[src/rtl/mem_arb_pkg.sv]
// Shared types and default widths for the two-master memory arbiter.
// The request bundle groups one master's request, address, write data and direction.
package mem_arb_pkg;
  localparam int ARB_DATA_W = 32;
  localparam int ARB_ADDR_W = 16;
  localparam int ARB_MEM_AW = 15;

  typedef enum logic [1:0] {
    IDLE = 2'd0,
    OWN0 = 2'd1,
    OWN1 = 2'd2
  } arb_state_t;

  typedef struct packed {
    logic                  req;
    logic [ARB_ADDR_W-1:0] addr;
    logic [ARB_DATA_W-1:0] wdata;
    logic                  rw;
  } mem_req_t;
endpackage

[src/rtl/arb_rr_pick.sv]
// Next-owner selector: round-robin pointer breaks ties from IDLE; a hold limit preempts only under contention.
// Purely combinational, no latency; a master that drops req releases ownership at once.
module arb_rr_pick
  import mem_arb_pkg::*;
(
  input  logic       req0,
  input  logic       req1,
  input  logic       ptr,
  input  arb_state_t state,
  input  logic       hold_expired,
  output arb_state_t next
);

  always_comb begin
    next = state;
    case (state)
      IDLE: begin
        if (req0 && req1)  next = ptr ? OWN1 : OWN0;
        else if (req0)     next = OWN0;
        else if (req1)     next = OWN1;
        else               next = IDLE;
      end
      OWN0: begin
        if (!req0)                     next = req1 ? OWN1 : IDLE;
        else if (req1 && hold_expired) next = OWN1;
      end
      OWN1: begin
        if (!req1)                     next = req0 ? OWN0 : IDLE;
        else if (req0 && hold_expired) next = OWN0;
      end
      default: next = IDLE;
    endcase
  end

endmodule

[src/rtl/mem_arbiter.sv]
// Shares one single-port word memory between two masters; one access per granted req cycle.
// Grant follows req by one cycle; read data and ack are registered one cycle after the access.
module mem_arbiter
  import mem_arb_pkg::*;
#(
  parameter int DATA_W   = ARB_DATA_W,
  parameter int ADDR_W   = ARB_ADDR_W,
  parameter int MEM_AW   = ARB_MEM_AW,
  parameter int MAX_HOLD = 8
) (
  input  logic              clk,
  input  logic              rst,
  input  logic              m0_req,
  input  logic [ADDR_W-1:0] m0_addr,
  input  logic [DATA_W-1:0] m0_wdata,
  input  logic              m0_rw,
  output logic              m0_gnt,
  output logic              m0_ack,
  output logic [DATA_W-1:0] m0_rdata,
  input  logic              m1_req,
  input  logic [ADDR_W-1:0] m1_addr,
  input  logic [DATA_W-1:0] m1_wdata,
  input  logic              m1_rw,
  output logic              m1_gnt,
  output logic              m1_ack,
  output logic [DATA_W-1:0] m1_rdata,
  output logic [MEM_AW-1:0] mem_addr,
  output logic [DATA_W-1:0] mem_wdata,
  input  logic [DATA_W-1:0] mem_rdata,
  output logic              mem_rw
);

  localparam int HW = $clog2(MAX_HOLD + 1);
  localparam logic [HW-1:0] HOLD_LAST = HW'(MAX_HOLD - 1);

  arb_state_t        state, next_state;
  logic              ptr;
  logic [HW-1:0]     hold_cnt;
  mem_req_t          m0, m1, cur;
  logic              acc, oor;
  logic [DATA_W-1:0] rd_dat;

  assign m0 = '{req: m0_req, addr: m0_addr, wdata: m0_wdata, rw: m0_rw};
  assign m1 = '{req: m1_req, addr: m1_addr, wdata: m1_wdata, rw: m1_rw};

  always_comb begin
    cur = m0;
    if (state == OWN1) cur = m1;
  end

  assign acc    = (state == OWN0 || state == OWN1) && cur.req;
  // Top address bit maps to empty space: writes are dropped, reads return zero.
  assign oor    = cur.addr[ADDR_W-1];
  assign rd_dat = oor ? '0 : mem_rdata;

  assign mem_addr  = acc ? cur.addr[MEM_AW-1:0] : '0;
  assign mem_wdata = acc ? cur.wdata : '0;
  assign mem_rw    = (!rst || !acc || oor) ? 1'b1 : cur.rw;

  assign m0_gnt = (state == OWN0);
  assign m1_gnt = (state == OWN1);

  arb_rr_pick u_pick (
    .req0         (m0_req),
    .req1         (m1_req),
    .ptr          (ptr),
    .state        (state),
    .hold_expired (hold_cnt == HOLD_LAST),
    .next         (next_state)
  );

  always_ff @(posedge clk) begin
    if (!rst) begin
      state    <= IDLE;
      ptr      <= 1'b0;
      hold_cnt <= '0;
      m0_ack   <= 1'b0;
      m1_ack   <= 1'b0;
      m0_rdata <= '0;
      m1_rdata <= '0;
    end else begin
      state  <= next_state;
      m0_ack <= acc && (state == OWN0);
      m1_ack <= acc && (state == OWN1);
      if (acc && cur.rw) begin
        if (state == OWN0) m0_rdata <= rd_dat;
        else               m1_rdata <= rd_dat;
      end
      // Any ownership change restarts the hold window; leaving an owner hands priority to the other.
      if (next_state != state) begin
        hold_cnt <= '0;
        if (state == OWN0)      ptr <= 1'b1;
        else if (state == OWN1) ptr <= 1'b0;
      end else if (acc && hold_cnt != HOLD_LAST) begin
        hold_cnt <= hold_cnt + 1'b1;
      end
    end
  end

endmodule

[config.mk]
export PLATFORM = sky130hd
export DESIGN_NAME = mem_arbiter
export DESIGN_NICKNAME = d
export VERILOG_FILES = /design/src/rtl/mem_arb_pkg.sv /design/src/rtl/arb_rr_pick.sv /design/src/rtl/mem_arbiter.sv
export SDC_FILE = /design/constraint.sdc
export NUM_CORES = 1
export LEC_CHECK = 0
export CORE_UTILIZATION = 36
export CTS_CLUSTER_SIZE = 8
export DETAILED_ROUTE_END_ITERATION = 8
export GPL_TIMING_DRIVEN = 0
export HOLD_SLACK_MARGIN = 0.12
export PLACE_DENSITY_LB_ADDON = 0.3
export SLEW_MARGIN = 20
export SYNTH_ARGS = -nofsm -noshare
export SYNTH_HDL_FRONTEND = slang
export SYNTH_SLANG_ARGS = --single-unit
[constraint.sdc]
create_clock -name clk -period 2.8 [get_ports clk]
set_input_delay 0.56 -clock clk [delete_from_list [all_inputs] [get_ports clk]]
set_output_delay 0.56 -clock clk [all_outputs]
set_load 0.02 [all_outputs]
* Word level (Yosys, flattened, before mapping) *
Cells that the tools add are included.

cells by class
  add/subtract/negate cells = 1
  multiply operators = 0
  div/mod/pow operators = 0
  $lt $le $gt $ge = 0
  equal/unequal tests = 5
  shift operators = 0
  mux-type cells = 17
  bitwise gates (word level) = 2
  reduce and logical (&&, ||, !) cells = 19

operator list
  kind                                                                      number
  32-bit two-way mux                                                        2
  50-bit two-way mux                                                        1
  2-bit two-way mux                                                         8
  15-bit two-way mux                                                        1
  1-bit logical AND                                                         8
  2-bit case mux with 3 select lines                                        1
  2-bit AND reduction                                                       3
  4-bit by 1-bit adder with 4-bit output (second input constant)            1
  4-bit by 3-bit equality test with 1-bit output (second input constant)    1
  1-bit two-way mux                                                         4
  4-bit by 3-bit inequality test with 1-bit output (second input constant)  1
  1-bit logical OR                                                          3
  2-bit by 1-bit equality test with 1-bit output (second input constant)    1
  2-bit equality test (second input constant)                               1
  1-bit logical NOT                                                         2
  2-bit logical NOT                                                         1
  2-bit inequality test                                                     1
  1-bit NOT                                                                 2
  2-bit nonzero test                                                        1
  2-bit OR reduction                                                        1

storage, ports and cells
  register bits after elaboration = 73
  latch bits = 0
  bits in writable memories = 0
  memory bits (read-only) = 0
  input bits = 134
  memories kept = 0

* Logic depth before layout (Yosys ltp) *
  depth after elaboration = 7
  depth in mapped cells = 11
  gate-level depth less buffers = 8

* Modules after synthesis *
A second synthesis with hierarchy kept.

unflattened totals
  cells, all modules = 416
  area, all modules = 3369.5 um2

modules (own cells, without submodules)
  module       instances  cells an instance  area an instance (um2)
  mem_arbiter  1          404                3300.7
  arb_rr_pick  1          12                 68.8

* Worst setup path after synthesis *
No wires, ideal clock.

  path type = register -> output
  from = register state[0]
  to = output port mem_wdata[11]
  arrival time = 2.075 ns
  slack = 0.165 ns
  cell stages (with the launch flop) = 9
  cells stage by stage = dfxtp_1 inv_1 ha_1 buf_4 and2_2 o21ai_2 clkbuf_1 buf_1 nor2_1

between the ends
  longest elaborated chain between the ends = 4
  elaborated cells on any way between the ends = 6
  classes of those cells = 2 x eq/ne; 2 x mux; 2 x reduce/logical

ends and longest elaborated chain
  item                                                    line                                  text
  start: declaration                                      mem_arbiter.sv:36                     arb_state_t state, next_state;
  start signal: assignment                                mem_arbiter.sv:82                     state <= next_state;
  2-bit equality test *                                   --
  via m1_gnt                                              mem_arbiter.sv:24                     output logic m1_gnt,
  50-bit two-way mux or 1-bit logical OR (tied branches)  mem_arbiter.sv:48, mem_arbiter.sv:51
  1-bit logical AND                                       mem_arbiter.sv:51                     assign acc = (state == OWN0 || state == OWN1) && cur.req;
  32-bit two-way mux *                                    mem_arbiter.sv:57                     assign mem_wdata = acc ? cur.wdata : '0;
  end: declaration                                        mem_arbiter.sv:28                     output logic [DATA_W-1:0] mem_wdata,

The timed path passes the listed nets; every way through them passes the cells marked *.

* Worst setup path in the final report *
  from = input port m0_req
  to = output port mem_wdata[23]

between the ends
  longest elaborated chain between the ends = 3

ends and longest elaborated chain
  item                line               text
  start: declaration  mem_arbiter.sv:13  input logic m0_req,
  50-bit two-way mux  mem_arbiter.sv:48  if (state == OWN1) cur = m1;
  1-bit logical AND   mem_arbiter.sv:51
  32-bit two-way mux  mem_arbiter.sv:57

Every way passes these cells.

==> impl_metrics.env <==
export IMPL_p_leak_nw=2.646
export IMPL_worstPathMaxFanout=10
export IMPL_slew_headroom_pct=65.96
export IMPL_layout_commonest_cell="clkdlybuf4s50_1"
export IMPL_ys_flop_type="dfxtp_1"
export IMPL_critPathKind="input port to output port"
export IMPL_synth_edf_count=0
export IMPL_clock_root_buffer="clkbuf_8"
export IMPL_grt_pass1_vias=4239
export IMPL_start_kind="input port"
export IMPL_avgRoutedWirePerCell_um=14.91
export IMPL_wirelength_mm=13.21
export IMPL_hpwl_mm=10.53
export IMPL_cts_htree_levels=3
export IMPL_syn_to_final_growth_pct=76.35
export IMPL_met3_usage_pct=7.581
export IMPL_fp_row_count=37
export IMPL_start_util_pct=36.80
export IMPL_clock_path_buffers=2
export IMPL_period_needed_ns=2.724
export IMPL_route_detailed_drc=0
export IMPL_io_buffer_count=248
export IMPL_cp_slowest_cell="clkdlybuf4s50_1"
export IMPL_timing_hold_violations_final=0
export IMPL_clock_sinks=73
export IMPL_finalInstanceArea_sq_um=6670
export IMPL_ys_seq_area_share_pct=38.64
export IMPL_clk_latency_ns=0.35
export IMPL_clock_fmax_ghz=0.3671
export IMPL_final_cells=886
export IMPL_yosys_warnings=0
export IMPL_gp_congestion=0.8616
export IMPL_drv_cap=0
export IMPL_final_layout_size_suffix_gt1_share_pct=10.67
export IMPL_synth_cell_types=37
export IMPL_met2_usage_pct=44.80
export IMPL_syn_area_sq_um=3782
export IMPL_status="finished, final reports clean"
export IMPL_slowest_delay_ns=0.58
export IMPL_arrival_ns=2.16
export IMPL_required_ns=2.24
export IMPL_die_area_sq_um=10920
export IMPL_dr_pass1_iters=4
export IMPL_grt_usage_pct=23.92
export IMPL_placed_cells=865
export IMPL_die_x_um=104.5
export IMPL_synth_seq_cells=73
export IMPL_grt_pass1_wl_mm=20.68
export IMPL_grt_use_met1_pct=24.75
export IMPL_grt_max_degree=14
export IMPL_ant_nets=0
export IMPL_syn_inst=481
export IMPL_nNetsFinal=884
export IMPL_via_count=4283
export IMPL_via_per_inst=4.834
export IMPL_overflow=0
export IMPL_syn_num_nets=620
export IMPL_powerDensity_nw_per_um2=411.1
export IMPL_cts_tree="done"
export IMPL_syn_avg_cell_area_sq_um=7.864
export IMPL_core_sq_um=10280
export IMPL_hold_path_class="flop to flop"
export IMPL_tns_ns=0
export IMPL_drt_iter0_markers=155
export IMPL_fin_skew_ns=0.009989
export IMPL_setup_violations=0
export IMPL_n_antenna_cell=0
export IMPL_antenna_found_initial=0
export IMPL_layout_common_cells="clkdlybuf4s50_1, nand2_1, dfxtp_1"
export IMPL_cts_made_buffers=9
export IMPL_place_area_sq_um=6435
export IMPL_clkTransAtPathRegs_ns=0.07
export IMPL_worst_pin_slew_ns=0.5105
export IMPL_pin_count=250
export IMPL_fin_crit_sh_pct=97.29
export IMPL_worstSetupEndpointType="output port"
export IMPL_synthArstFlopShare_pct=0
export IMPL_slew_viol_final=0
export IMPL_die_y_um=104.5
export IMPL_path_cells="clkdlybuf4s50_1 > nor2b_2 > o21ai_4 > buf_8 > buf_6 > nor2_1 > clkdlybuf4s15_2"
export IMPL_irDropWorstVdd_mv=0.2485
export IMPL_busiest_layer="met2"
[through the flow]
step | total power, mW | hold slack (ns) | setup slack [ns] | utilization [%]
2_1_floorplan | 1.400 | 0.4481 | 0.1650 | -
4_1_cts | 2.766 | 0.5004 | -0.01723 | 65.55
3_3_place_gp | 1.758 | 0.4674 | -0.7832 | 62.61
5_1_grt | 2.859 | 0.5279 | -0.003671 | 64.90
3_5_place_dp | 1.768 | 0.4830 | -0.8291 | 62.61
6_report | 2.742 | 0.5043 | 0.07580 | 64.90
[cells by family (layout without fill, tap and decap cells)]
group | after synthesis | in the layout | share of synthesized area (%)
and+or+nand+nor | 234 | 234 | 28.68
buffers and inverters | 38 | 307 | 5.458
xor gates and xnor gates | 4 | 4 | 0.9264
adders and majority gates | 5 | 5 | 1.654
AOI/OAI and AO/OA | 76 | 76 | 11.15
DFF | 73 | 73 | 38.64
muxes | 51 | 51 | 13.50
[area by class of cell]
class	count	area, sq um
Inverter	3	11.26
Clock inverter	6	115.1
Multi-Input combinational cell	370	2138
Sequential cell	73	1466
Buffer	35	254.0
Timing Repair Buffer	253	2387
Fill cell	887	3607
Clock buffer	10	127.6
Tap cell	136	170.2
[repair_timing]
action,CTS,global route
pin swaps,1,1
hold buffers,0,0
endpoints found under the setup margin,48,48
gates resized for setup,137,18
endpoints found under the hold margin,0,0
setup buffers,4,1
[flip-flops by register name, indices dropped and copies added, names as in the netlist]
name,flops
state,2
ptr,1
m0_rdata,32
m0_ack,1
m1_rdata,32
hold_cnt,4
m1_ack,1
[layer usage]
metal | routed length (um) | share of wire (%)
met1 | 4895 | 37
met5 | 0 | 0
met3 | 1122 | 8.5
met2 | 6897 | 52
met4 | 297 | 2.2
[synth_stat cells, drive strengths merged (2+ instances only)]
library cell  number  area share (%)
and3               2            0.33
nand3              5            0.66
ha                 5             1.7
nand2b             2            0.33
nand2            100             9.9
mux2i             51              13
o21ai             65             8.7
inv                3            0.30
xnor2              3            0.69
clkbuf            15             1.5
dfxtp             73              39
a31oi              2            0.50
buf               20             3.7
nor2              52             5.2
a21o               2            0.40
and2              67              11
[worst max-delay path, delay by kind of cell]
kind	cells	cell delay [ns]
buffers and inverters	4	1.12
and+or+nand+nor	2	0.37
AOI/OAI and AO/OA	1	0.10
[report_power, final]
part | internal (mW) | switching, mW
clock network | 0.597 | 0.401
logic | 0.359 | 0.321
registers | 1.05 | 0.0119
[path summary, 6_finish.rpt]
path | startpoint | to | slack [ns] | depth (start not counted)
worst max-delay path | m0_req | mem_wdata[23] | 0.08 | 7
worst min-delay path | ptr$_SDFFE_PN0P_ | ptr$_SDFFE_PN0P_ | 0.50 | 2
worst max register to register | state[0]$_SDFF_PN0_ | m1_rdata[24]$_SDFFE_PN0P_ | 0.49 | 12
worst min register to register | ptr$_SDFFE_PN0P_ | ptr$_SDFFE_PN0P_ | 0.50 | 2
(Power assumes the default switching activity.)
